===== src/rtl/imem_prog_loader.sv =====
// Boot-time program loader: parses a length-prefixed, XOR-checksummed byte stream
// into big-endian 16-bit words and holds the processor until the image verifies.
module imem_prog_loader #(
  parameter int PROG_CTR_WID = 10
) (
  input  logic                    clk,
  input  logic                    reset,
  input  logic                    start,
  input  logic                    in_valid,
  input  logic [7:0]              in_data,
  output logic                    in_ready,
  output logic                    imem_wr_en,
  output logic [PROG_CTR_WID-1:0] imem_wr_addr,
  output logic [15:0]             imem_wr_data,
  output logic                    cpu_hold,
  output logic                    busy,
  output logic                    done,
  output logic                    error,
  output logic [PROG_CTR_WID:0]   words_loaded
);

  typedef enum logic [2:0] {
    S_IDLE,
    S_LEN_HI,
    S_LEN_LO,
    S_DATA_HI,
    S_DATA_LO,
    S_CHECK,
    S_DONE,
    S_ERROR
  } state_e;

  localparam logic [16:0] CAP = 17'(1) << PROG_CTR_WID;

  state_e                  state_q, state_d;
  logic [7:0]              len_hi_q, len_hi_d;
  logic [PROG_CTR_WID:0]   len_q, len_d;
  logic [7:0]              hi_q, hi_d;
  logic [7:0]              sum_q, sum_d;
  logic                    wr_en_q, wr_en_d;
  logic [PROG_CTR_WID-1:0] wr_addr_q, wr_addr_d;
  logic [15:0]             wr_data_q, wr_data_d;
  logic [PROG_CTR_WID:0]   cnt_q, cnt_d;
  logic                    hold_q, hold_d;
  logic                    busy_q, busy_d;
  logic                    done_q, done_d;
  logic                    error_q, error_d;

  logic                    accept;
  logic [16:0]             n_full;
  logic [PROG_CTR_WID:0]   cnt_inc;

  assign in_ready = (state_q == S_LEN_HI)  || (state_q == S_LEN_LO) ||
                    (state_q == S_DATA_HI) || (state_q == S_DATA_LO) ||
                    (state_q == S_CHECK);
  assign accept   = in_ready && in_valid;
  assign n_full   = {1'b0, len_hi_q, in_data};
  assign cnt_inc  = cnt_q + (PROG_CTR_WID+1)'(1);

  always_comb begin
    state_d   = state_q;
    len_hi_d  = len_hi_q;
    len_d     = len_q;
    hi_d      = hi_q;
    sum_d     = sum_q;
    wr_en_d   = 1'b0;
    wr_addr_d = wr_addr_q;
    wr_data_d = wr_data_q;
    cnt_d     = cnt_q;

    unique case (state_q)
      S_IDLE, S_DONE, S_ERROR: begin
        if (start) begin
          state_d = S_LEN_HI;
          sum_d   = '0;
          cnt_d   = '0;
        end
      end
      S_LEN_HI: begin
        if (accept) begin
          len_hi_d = in_data;
          sum_d    = sum_q ^ in_data;
          state_d  = S_LEN_LO;
        end
      end
      S_LEN_LO: begin
        if (accept) begin
          sum_d = sum_q ^ in_data;
          if (n_full > CAP) begin
            state_d = S_ERROR;
          end else begin
            len_d   = n_full[PROG_CTR_WID:0];
            state_d = (n_full == '0) ? S_CHECK : S_DATA_HI;
          end
        end
      end
      S_DATA_HI: begin
        if (accept) begin
          hi_d    = in_data;
          sum_d   = sum_q ^ in_data;
          state_d = S_DATA_LO;
        end
      end
      S_DATA_LO: begin
        if (accept) begin
          sum_d     = sum_q ^ in_data;
          wr_en_d   = 1'b1;
          wr_addr_d = cnt_q[PROG_CTR_WID-1:0];
          wr_data_d = {hi_q, in_data};
          cnt_d     = cnt_inc;
          state_d   = (cnt_inc == len_q) ? S_CHECK : S_DATA_HI;
        end
      end
      S_CHECK: begin
        if (accept) begin
          state_d = (in_data == sum_q) ? S_DONE : S_ERROR;
        end
      end
      default: state_d = S_IDLE;
    endcase

    // Status levels are registered from the next state so they line up with it.
    busy_d  = (state_d != S_IDLE) && (state_d != S_DONE) && (state_d != S_ERROR);
    hold_d  = (state_d != S_DONE);
    done_d  = (state_d == S_DONE);
    error_d = (state_d == S_ERROR);
  end

  always_ff @(posedge clk or negedge reset) begin
    if (!reset) begin
      state_q   <= S_IDLE;
      len_hi_q  <= '0;
      len_q     <= '0;
      hi_q      <= '0;
      sum_q     <= '0;
      wr_en_q   <= 1'b0;
      wr_addr_q <= '0;
      wr_data_q <= '0;
      cnt_q     <= '0;
      hold_q    <= 1'b1;
      busy_q    <= 1'b0;
      done_q    <= 1'b0;
      error_q   <= 1'b0;
    end else begin
      state_q   <= state_d;
      len_hi_q  <= len_hi_d;
      len_q     <= len_d;
      hi_q      <= hi_d;
      sum_q     <= sum_d;
      wr_en_q   <= wr_en_d;
      wr_addr_q <= wr_addr_d;
      wr_data_q <= wr_data_d;
      cnt_q     <= cnt_d;
      hold_q    <= hold_d;
      busy_q    <= busy_d;
      done_q    <= done_d;
      error_q   <= error_d;
    end
  end

  assign imem_wr_en   = wr_en_q;
  assign imem_wr_addr = wr_addr_q;
  assign imem_wr_data = wr_data_q;
  assign words_loaded = cnt_q;
  assign cpu_hold     = hold_q;
  assign busy         = busy_q;
  assign done         = done_q;
  assign error        = error_q;

endmodule


===== config.mk =====
export PLATFORM = sky130hd
export DESIGN_NAME = imem_prog_loader
export DESIGN_NICKNAME = d
export VERILOG_FILES = /design/src/rtl/imem_prog_loader.sv
export SDC_FILE = /design/constraint.sdc
export NUM_CORES = 1
export LEC_CHECK = 0
export BUFFER_PORTS_ARGS = -buffer_cell sky130_fd_sc_hd__buf_2
export CORE_MARGIN = 10
export CORE_UTILIZATION = 40
export CTS_CLUSTER_DIAMETER = 200
export DETAILED_ROUTE_END_ITERATION = 16
export PLACE_DENSITY_LB_ADDON = 0.25
export SLEW_MARGIN = 20
export SYNTH_ARGS = -nofsm -noshare
export SYNTH_HDL_FRONTEND = slang
export SYNTH_SLANG_ARGS = --single-unit

===== constraint.sdc =====
create_clock -name clk -period 6.5 [get_ports clk]
set_input_delay 0.325 -clock clk [delete_from_list [all_inputs] [get_ports clk]]
set_output_delay 0.325 -clock clk [all_outputs]
set_load 0.05 [all_outputs]

==> flow_metrics.tcl <==
set metrics [dict create \
    overflow 0 \
    yosysUniqueCellTypes 49 \
    clock_sinks 80 \
    ctsHoldBuffers 0 \
    met1_usage_pct 16.14 \
    drc 0 \
    p_leak_nw 2.134 \
    reg2regPathDepth 7 \
    grt_util_met3_pct 4.046 \
    grt_pass1_wl_um 14830 \
    outcome "finished with violations" \
    cp.arrival_ns 3.90 \
    drv_cap 0 \
    synth_edf_count 0 \
    die_x_um 118.2 \
    regArea_um2 2003 \
    multiInputGateArea_um2 1708 \
    maxSlewHeadroom_pct 35.02 \
    synthTopCellsByArea "dfrtp_1, nand2_1, mux2_2" \
    gr-usage-all-layers_pct 12.64 \
    yosysSeqAreaShare_pct 51.90 \
    rrSetupSlack_ns 2.85 \
    port-buffer-count 54 \
    syn_to_final_growth_pct 12.90 \
    path_cells "nor3_1 -> nand2_1 -> buf_4 -> clkinv_1 -> a21oi_1 -> o21ai_0 -> o31ai_1" \
    root_buffer "clkbuf_8" \
    post-cts-setup-buffers 0 \
    clock.fmax_mhz 273.6 \
    worst-slew-pin-transition_ns 0.9688 \
    drt_iter0_drc 157 \
    grt_busiest_layer "met2" \
    coreArea_um2 9328 \
    ys_async_sr_fraction_pct 100.0 \
    layout.nets 451 \
    yosysWarnings 0 \
    synth_seq_cells 80 \
    slew_violations 0 \
    crit_path_start_kind "register" \
    min_period_ns 3.655 \
    whs_ns -0.003544 \
    first_pass_iters 4 \
    initial_utilization_pct 41.38 \
    die_y_um 118.2 \
    fin_tns_setup_ns 0 \
    finalHoldViolCount 3 \
    syn-num-nets 415 \
    antenna_found_initial 0 \
    endpoint_kind "register" \
    synth_top_area_share_pct 51.22 \
    yosysMostFrequentCell "nand2_1" \
    holdCritPathClass "input pin to async pin" \
    critical_path.max_fanout 40 \
    hpwlAfterDp_um 5839 \
    num_io_pins 55 \
    rsz0062_at_grt "no" \
    fillers 913 \
    first_global_vias 2959 \
    rows 35 \
    drive_gt1_share_pct 23.30 \
    grt_max_degree 81 \
    gr-usage-met2_pct 19.40 \
    diodes 0 \
    failed_checks "negative hold slack" \
    clockBufferDepth 2 \
    synth_ff_type "dfrtp_1" \
    cp_data_required_time_ns 6.74 \
    final_core_util_pct 46.72 \
    ys_top_cells_by_count "nand2_1, dfrtp_1, o21ai_0" \
    ir_drop_mv 0.2665 \
    worstSetupPathType "register to register" \
    gp_congestion 0.8273 \
    finalCritPeriodShare_pct 56.22 \
    wl_um 8708 \
    die-area_um2 13980 \
    syn_inst 402 \
    detail-route-antenna-nets 0 \
    critPathSlowestCell "a21oi_1" \
    tritoncts "done" \
    cts.clk_slew.worst_paths_ns 0.09 \
    cts_inserted_buffers 9 \
    skew_ns 0.01312 \
    yosysTopAreaCell "dfrtp_1" \
    routedWlPerCell_um 15.25 \
    ctsResizeCount 0 \
    vias 2930 \
    synth_area_um2 3860 \
    setup_viol 0 \
    htreeDepth 3 \
    syn_area_per_cell_um2 9.602 \
    routed_via_density 5.131 \
    insertion_delay_ns 0.35 \
    power.density_nw_per_um2 455.3 \
    cp_slowest_stage_delay_ns 1.02 \
]
## power by group
part	internal, mW	total [mW]	switching (mW)
clock network	0.150	0.337	0.187
registers	0.672	0.814	0.142
logic	0.284	0.832	0.548
total	1.11	1.98	0.877
## layout by cell type, fill, tap and decap left out, types with 6 or more instances in the layout
| cell | n |
|---|---|
| a21oi_1 | 10 |
| buf_2 | 53 |
| clkbuf_8 | 10 |
| dfrtp_1 | 79 |
| mux2_2 | 25 |
| nand2_1 | 103 |
| nand3_1 | 6 |
| nand4_1 | 6 |
| nor2_1 | 19 |
| nor2b_1 | 6 |
| o21ai_0 | 37 |
| o31ai_1 | 6 |
| xnor2_1 | 17 |
| xor2_1 | 6 |
## final timing paths
kind / from / to
worst max-delay path: state_q[1] / words_loaded[7]
worst min-delay path: reset / imem_wr_addr[5]
worst max register to register: state_q[1] / words_loaded[7]
worst min register to register: hi_q[6] / imem_wr_data[14]
max in group asynchronous: reset / len_hi_q[7]
min in group clk: in_data[2] / imem_wr_data[2]
## logic make-up (layout without fill, tap and decap cells)
logic type / after synthesis / after routing / synth area share, %
AND/OR/NAND/NOR: 167 / 167 / 20.10
flip-flops: 80 / 80 / 51.90
AO/OA/AOI/OAI: 67 / 67 / 10.53
buffers and inverters: 36 / 76 / 3.857
multiplexers: 28 / 28 / 8.071
XOR/XNOR: 23 / 23 / 5.219
adder cells (fa/ha/maj): 1 / 1 / 0.3241
## sequential cells by signal, indices dropped and copies added (netlist names), 3 cells and up
| register | cells |
|---|---|
| words_loaded | 11 |
| imem_wr_addr | 10 |
| len_q | 11 |
| len_hi_q | 8 |
| sum_q | 8 |
| hi_q | 8 |
| state_q | 3 |
| imem_wr_data | 16 |
## metrics by stage
| step | setup slack, ns | cells | hold WS (ns) | power (mW) | area [um2] |
|---|---|---|---|---|---|
| finish | 2.845 | 571 | -0.003544 | 1.984 | 4358 |
| global route | 2.404 | 571 | 0.04489 | 2.119 | 4358 |
| CTS | 2.772 | 571 | 0.1704 | 2.003 | 4354 |
| detailed placement | 2.814 | 556 | 0.4581 | 1.657 | 4175 |
| global placement | 2.996 | 556 | 0.4465 | 1.639 | 4175 |
| floorplan | 3.836 | 402 | 0.02941 | 1.455 | 3860 |
## per-layer routing
| metal | vias to the layer above | share of wire [%] |
|---|---|---|
| met5 | - | 0 |
| met4 | 0 | 1.8 |
| met3 | 13 | 5.5 |
| met2 | 61 | 44 |
| met1 | 1424 | 49 |
| li1 | 1432 | - |
## critical path, delay by kind of cell, from the launching register on
kind                   cells  cell delay [ns]
and+or+nand+nor            2             0.26
DFF                        1             0.63
buffers and inverters      2             1.27
AOI/OAI and AO/OA          3             1.36
## cell type report
class	count	area share [%]
timing repair buffer	55	6.517
inverter	6	0.5168
clock inverter	5	0.9475
clock buffer	10	3.158
sequential	80	45.97
tap	129	3.704
multi-input combinational	286	39.19
(Power assumes the default switching activity.)
